<file path="config.mk">
export PLATFORM = sky130hd
export DESIGN_NAME = img_frame_sequencer
export DESIGN_NICKNAME = d
export VERILOG_FILES = /design/src/rtl/img_seq_pkg.sv /design/src/rtl/img_frame_sequencer.sv
export SDC_FILE = /design/constraint.sdc
export NUM_CORES = 1
export LEC_CHECK = 0
export BUFFER_PORTS_ARGS = -buffer_cell sky130_fd_sc_hd__buf_2
export CAP_MARGIN = 10
export CORE_MARGIN = 2
export CORE_UTILIZATION = 38
export CTS_CLUSTER_SIZE = 12
export DETAILED_ROUTE_END_ITERATION = 12
export MAX_ROUTING_LAYER = met4
export PLACE_DENSITY_LB_ADDON = 0.05
export SLEW_MARGIN = 20
export SYNTH_ARGS = -nofsm -noshare
export SYNTH_HDL_FRONTEND = slang
export SYNTH_SLANG_ARGS = --single-unit
export TNS_END_PERCENT = 20
</file>
<file path="constraint.sdc">
create_clock -name clk -period 2.2 [get_ports clk]
set_input_delay 0.11 -clock clk [delete_from_list [all_inputs] [get_ports clk]]
set_output_delay 0.11 -clock clk [all_outputs]
set_load 0.005 [all_outputs]
</file>
<file path="src/rtl/img_seq_pkg.sv">
// Shared state encoding, pixel width and sizing helper for the image frame sequencer.
package img_seq_pkg;

  localparam int PIX_W = 8;

  typedef enum logic [2:0] {
    IDLE,
    VPRE,
    LINE,
    HBLANK,
    VPOST,
    GAP
  } img_seq_state_t;

  function automatic int max4(input int a, input int b, input int c, input int d);
    int m;
    m = a;
    if (b > m) m = b;
    if (c > m) m = c;
    if (d > m) m = d;
    return m;
  endfunction

endpackage

</file>
<file path="src/rtl/img_frame_sequencer.sv">
// Generates vsync/href/gray frames from a valid/ready pixel source with programmed porches.
// Define IMG_SEQ_CONT_EN for continuous mode (GAP state, start sampled as a level between frames).
module img_frame_sequencer
  import img_seq_pkg::*;
#(
  parameter int IMG_HDISP = 640,
  parameter int IMG_VDISP = 480,
  parameter int H_BLANK   = 10,
  parameter int V_PRE     = 5,
  parameter int V_POST    = 5,
  parameter int FRAME_GAP = 5
) (
  input  logic             clk,
  input  logic             rst_n,
  input  logic             start,
  input  logic             src_valid,
  input  logic [PIX_W-1:0] src_data,
  output logic             src_ready,
  output logic             per_img_vsync,
  output logic             per_img_href,
  output logic [PIX_W-1:0] per_img_gray,
  output logic             busy,
  output logic             frame_done,
  output logic             underflow
);

  localparam int COL_W = (IMG_HDISP > 1) ? $clog2(IMG_HDISP) : 1;
  localparam int ROW_W = (IMG_VDISP > 1) ? $clog2(IMG_VDISP) : 1;
  // VPOST counts one past V_POST so the vsync fall lands after V_POST href-low cycles.
  localparam int CNT_W = $clog2(max4(H_BLANK, V_PRE, V_POST, FRAME_GAP) + 1);

  img_seq_state_t   state;
  logic [COL_W-1:0] col;
  logic [ROW_W-1:0] row;
  logic [CNT_W-1:0] cnt;
  logic             hs;

  // NOTE: plain continuous assigns decode state directly; no always_comb, so no latch risk.
  assign src_ready = (state == LINE);
  assign busy      = (state != IDLE);
  assign hs        = src_valid & src_ready;

  // NOTE: every register below is updated with <= so all branches see pre-edge values.
  always_ff @(posedge clk) begin
    // NOTE: synchronous reset; nothing here is a memory, so every register is cleared.
    if (!rst_n) begin
      state         <= IDLE;
      col           <= '0;
      row           <= '0;
      cnt           <= '0;
      per_img_vsync <= 1'b0;
      per_img_href  <= 1'b0;
      per_img_gray  <= '0;
      frame_done    <= 1'b0;
      underflow     <= 1'b0;
    end else begin
      frame_done   <= 1'b0;
      per_img_href <= 1'b0;
      case (state)
        IDLE: begin
          per_img_vsync <= 1'b0;
          if (start) begin
            state     <= VPRE;
            underflow <= 1'b0;
            row       <= '0;
            col       <= '0;
            cnt       <= '0;
          end
        end
        VPRE: begin
          per_img_vsync <= 1'b1;
          if (cnt == CNT_W'(V_PRE - 1)) begin
            cnt   <= '0;
            state <= LINE;
          end else begin
            cnt <= cnt + CNT_W'(1);
          end
        end
        LINE: begin
          per_img_vsync <= 1'b1;
          if (hs) begin
            per_img_href <= 1'b1;
            per_img_gray <= src_data;
            if (col == COL_W'(IMG_HDISP - 1)) begin
              col <= '0;
              if (row == ROW_W'(IMG_VDISP - 1)) begin
                row   <= '0;
                state <= VPOST;
              end else begin
                row   <= row + ROW_W'(1);
                state <= HBLANK;
              end
            end else begin
              col <= col + COL_W'(1);
            end
          end else if (col != '0) begin
            // Waiting before a line's first pixel is legal; a stall inside a line is not.
            underflow <= 1'b1;
          end
        end
        HBLANK: begin
          per_img_vsync <= 1'b1;
          if (cnt == CNT_W'(H_BLANK - 1)) begin
            cnt   <= '0;
            state <= LINE;
          end else begin
            cnt <= cnt + CNT_W'(1);
          end
        end
        VPOST: begin
          if (cnt == CNT_W'(V_POST)) begin
            cnt           <= '0;
            per_img_vsync <= 1'b0;
            frame_done    <= 1'b1;
`ifdef IMG_SEQ_CONT_EN
            state         <= GAP;
`else
            state         <= IDLE;
`endif
          end else begin
            per_img_vsync <= 1'b1;
            cnt           <= cnt + CNT_W'(1);
          end
        end
`ifdef IMG_SEQ_CONT_EN
        GAP: begin
          per_img_vsync <= 1'b0;
          if (cnt == CNT_W'(FRAME_GAP - 1)) begin
            cnt <= '0;
            if (start) begin
              // vsync rises on the exit edge, so VPRE is entered one count in.
              per_img_vsync <= 1'b1;
              if (V_PRE > 1) begin
                state <= VPRE;
                cnt   <= CNT_W'(1);
              end else begin
                state <= LINE;
              end
            end else begin
              state <= IDLE;
            end
          end else begin
            cnt <= cnt + CNT_W'(1);
          end
        end
`endif
        default: begin
          per_img_vsync <= 1'b0;
          state         <= IDLE;
        end
      endcase
    end
  end

endmodule
</file>
==> summary.txt <==
Type of origin of the critical path: flip-flop
Sequential share of power: 48.3%
Register area: 761 sq um
Slowest stage cell, crit path: or3_1
CTS buffer count: 5
# IOs: 26
Comb pwr share: 13.1%
Core area: 5070 sq um
Count of state elements after synthesis: 38
Die area: 5830 sq um
Routed WL: 4.38 mm
Post-CTS Hold Buffers: 0
Fin Setup TNS: 0 ns
Drt wl/cell: 13.2 microns
WS Path Type: flip-flop to flip-flop
Clk sink count: 38
Mapped cell area: 1990 sq um
Syn Area/Cell: 8.54 sq um
Static Leakage: 0.827 nW
HPWL Detailed: 3.11 mm
Setup crit start: col[0]
Crit share post-route: 89.3%
Setup Viol. Count Final: 0
Switching share of total power: 24.9%
Clk_skew: 0.00800 ns
Area growth, synth to finish: 15.7%
Critical path arrival: 2.17 ns
# Max-Cap Violations: 0
Final #Nets: 278
Net Sw Power: 374 uW
Post-Syn Instances: 233
H-tree Lvls: 2
Pin count of the biggest net entering global routing: 29
DR vias/cell: 5.31
Fmax: 509 MHz
Worst-skew pair later-pin latency: 0.29 ns
Crit path max-delay family: simple AND/OR/NAND/NOR gates
# DRC: 0
Post-cts resize count: 0
Num rows: 26
VDD IR-drop max: 0.379 mV
Initial Util: 39.2%
Yosys top cell by area: dfxtp_1
Final core utilization: 45.4%
Final min period: 1.97 ns
Worst reg-to-reg path cell count: 5
Post-CTS Setup Bufs: 0
RR Startpoint: col[0]
Antenna violations before repair: 0
GRT Util Overall: 16.3%
Crit end category: flip-flop
Post-route ant nets: 0
Worst Path Required: 2.41 ns
Asr flop ratio synth: 0%
First-pass GRT wire length: 7.62 mm
CTS clock-pin slew for the worst setup and hold paths: 0.08 ns
# diodes: 0
Warnings from Yosys: 0
CP Max Fanout: 7
Sequential fraction of the synthesis area: 38.2%
Die Y: 76.4 microns
RSZ-0062 raised after global routing: no
Vias in the first global route: 1,643
Via count: 1,756
Clock share of power: 38.6%
HP Class: primary input to flip-flop
PD cells: 653 nW/um^2
Dominant cells by area after synthesis: dfxtp_1 (38%), nand2_1 (6.0%), a21boi_0 (4.1%), ha_1 (3.8%), o21ai_0 (3.0%)
PortBufs: 25
Total congestion overflow: 0
CTS Root Cell: clkbuf_8
Yosys top cell area share: 38.2%
Run status: finished clean
Int Pwr: 1.13 mW
Max Slew Vio Count: 0
Number of synthesized flops with an enable pin: 0
CTS tree: done
CTS Buffer Depth: 2
Initial DRC Count: 75
Multi-input logic area: 1140 sq um
CP bufs+invs: 0
R2R Setup Slk: 0.23 ns
Slowest stage delay, CP: 0.44 ns
Worst hold stages: 3
Worst Max-Slew Pin Slew: 0.577 ns
Ratio of cells with drive above 1 in the final layout: 17.2%
Die X: 76.4 microns
# fillers: 532
TritonRoute pass-1 iters: 4
Rel. slew slack: 61.2%
Worst-path cell chain: ha_1 > and2_0 > nand3_2 > or3_1 > o31ai_1
Distinct cells, synth: 53
RR Endpoint: row[3]
Mapped Nets: 251
Final hold violation count: 0
Top_reg_cell synth: dfxtp_1
Hold Startpoint: src_data[2]
Final GP Congestion: 0.765
Hold endpoint: per_img_gray[2]
==> cell usage after synthesis (2+ instances only) <==
master / n
clkbuf_1: 6
a21oi_1: 10
nor4_1: 3
nand4b_1: 2
dfxtp_1: 38
o31ai_1: 6
buf_2: 3
and4_1: 3
and2_1: 2
or3b_1: 2
inv_1: 9
o311ai_0: 2
nand3b_1: 2
nand3_1: 7
o21ai_0: 12
and3_1: 5
mux2i_1: 3
nor2_1: 12
or3_1: 5
or4_1: 7
xnor2_1: 5
nor3_1: 3
buf_4: 2
nand2_1: 32
a21boi_0: 11
a211oi_1: 4
o21a_1: 2
nand4_1: 5
ha_1: 6
==> worst min-delay path, delay by kind of cell <==
kind                   cells  cell delay [ns]
AO/OA/AOI/OAI              1             0.06
buffers and inverters      1             0.10
AND/OR/NAND/NOR            1             0.04
==> final cells by class <==
type / count / area share (%)
Tap cell: 70 / 3.80
Inverter: 9 / 1.47
Sequential cell: 38 / 33.0
Clock inverter: 1 / 1.30
Timing Repair Buffer: 31 / 7.39
Multi-Input combinational cell: 175 / 49.7
Clock buffer: 7 / 3.32
==> worst max-delay path by stage <==
| stage | end | depth (start not counted) | slack (ns) |
|---|---|---|---|
| finish | row[3] | 5 | 0.23 |
| global route | row[3] | 5 | 0.01 |
| CTS | row[3] | 5 | 0.23 |
| global placement | row[3] | 5 | 0.28 |
| floorplan | row[3] | 5 | 0.45 |
| detailed placement | row[3] | 5 | 0.24 |
==> flip-flops by register name, summed over array words and instances, names as in the netlist <==
name           count
frame_done         1
cnt                4
per_img_gray       8
state              3
col               10
per_img_href       1
per_img_vsync      1
underflow          1
row                9
==> cells in the final DEF, fill, tap and decap left out, types with 4 or more instances in the layout <==
| cell | n |
|---|---|
| ha_1 | 6 |
| or3_1 | 5 |
| or4_1 | 7 |
| o21ai_0 | 12 |
| nor2_1 | 12 |
| inv_1 | 9 |
| buf_4 | 6 |
| nand2_1 | 32 |
| nand3_1 | 7 |
| a21oi_1 | 10 |
| and3_1 | 5 |
| nand4_1 | 5 |
| a211oi_1 | 4 |
| buf_2 | 25 |
| a21boi_0 | 11 |
| o31ai_1 | 6 |
| xnor2_1 | 5 |
| clkbuf_8 | 5 |
| dfxtp_1 | 38 |
==> per-stage QoR <==
stage / hold slack [ns] / area [sq um] / power, mW / worst slack (ns) / cells
2_1_floorplan: 0.255 / 1990 / 0.872 / 0.447 / 233
3_3_place_gp: 0.363 / 2200 / 0.942 / 0.278 / 323
3_5_place_dp: 0.370 / 2200 / 0.939 / 0.236 / 323
4_1_cts: 0.0618 / 2300 / 1.52 / 0.226 / 331
5_1_grt: 0.0650 / 2300 / 1.59 / 0.0104 / 331
6_report: 0.0654 / 2300 / 1.50 / 0.235 / 331
==> power by group through the flow <==
stage | combinational [mW] | clock, mW | sequential (mW)
final | 0.197 | 0.580 | 0.725
after global routing | 0.223 | 0.636 | 0.728
after CTS | 0.199 | 0.600 | 0.725
after detailed placement | 0.198 | 0 | 0.741
after global placement | 0.200 | 0 | 0.741
after floorplan | 0.134 | 0 | 0.737
==> kinds of logic (layout without fill, tap and decap cells) <==
logic type	Yosys count	after routing	synth area share [%]
and+or+nand+nor	102	102	29.0
AOI/OAI and AO/OA	57	57	19.9
DFF	38	38	38.2
buffers and inverters	20	48	4.34
adders and majority gates	6	6	3.77
xor gates and xnor gates	6	6	2.64
muxes	4	4	2.07
==> routing by layer <==
metal / GRT usage (%) / vias to the layer above / share of wire (%)
li1: - / 905 / -
met1: 20.9 / 821 / 50
met2: 25.6 / 26 / 45
met3: 3.32 / 4 / 3.3
met4: 6.00 / 0 / 1.1
met5: - / - / 0
No activity file was read; power rests on OpenSTA's default activity.
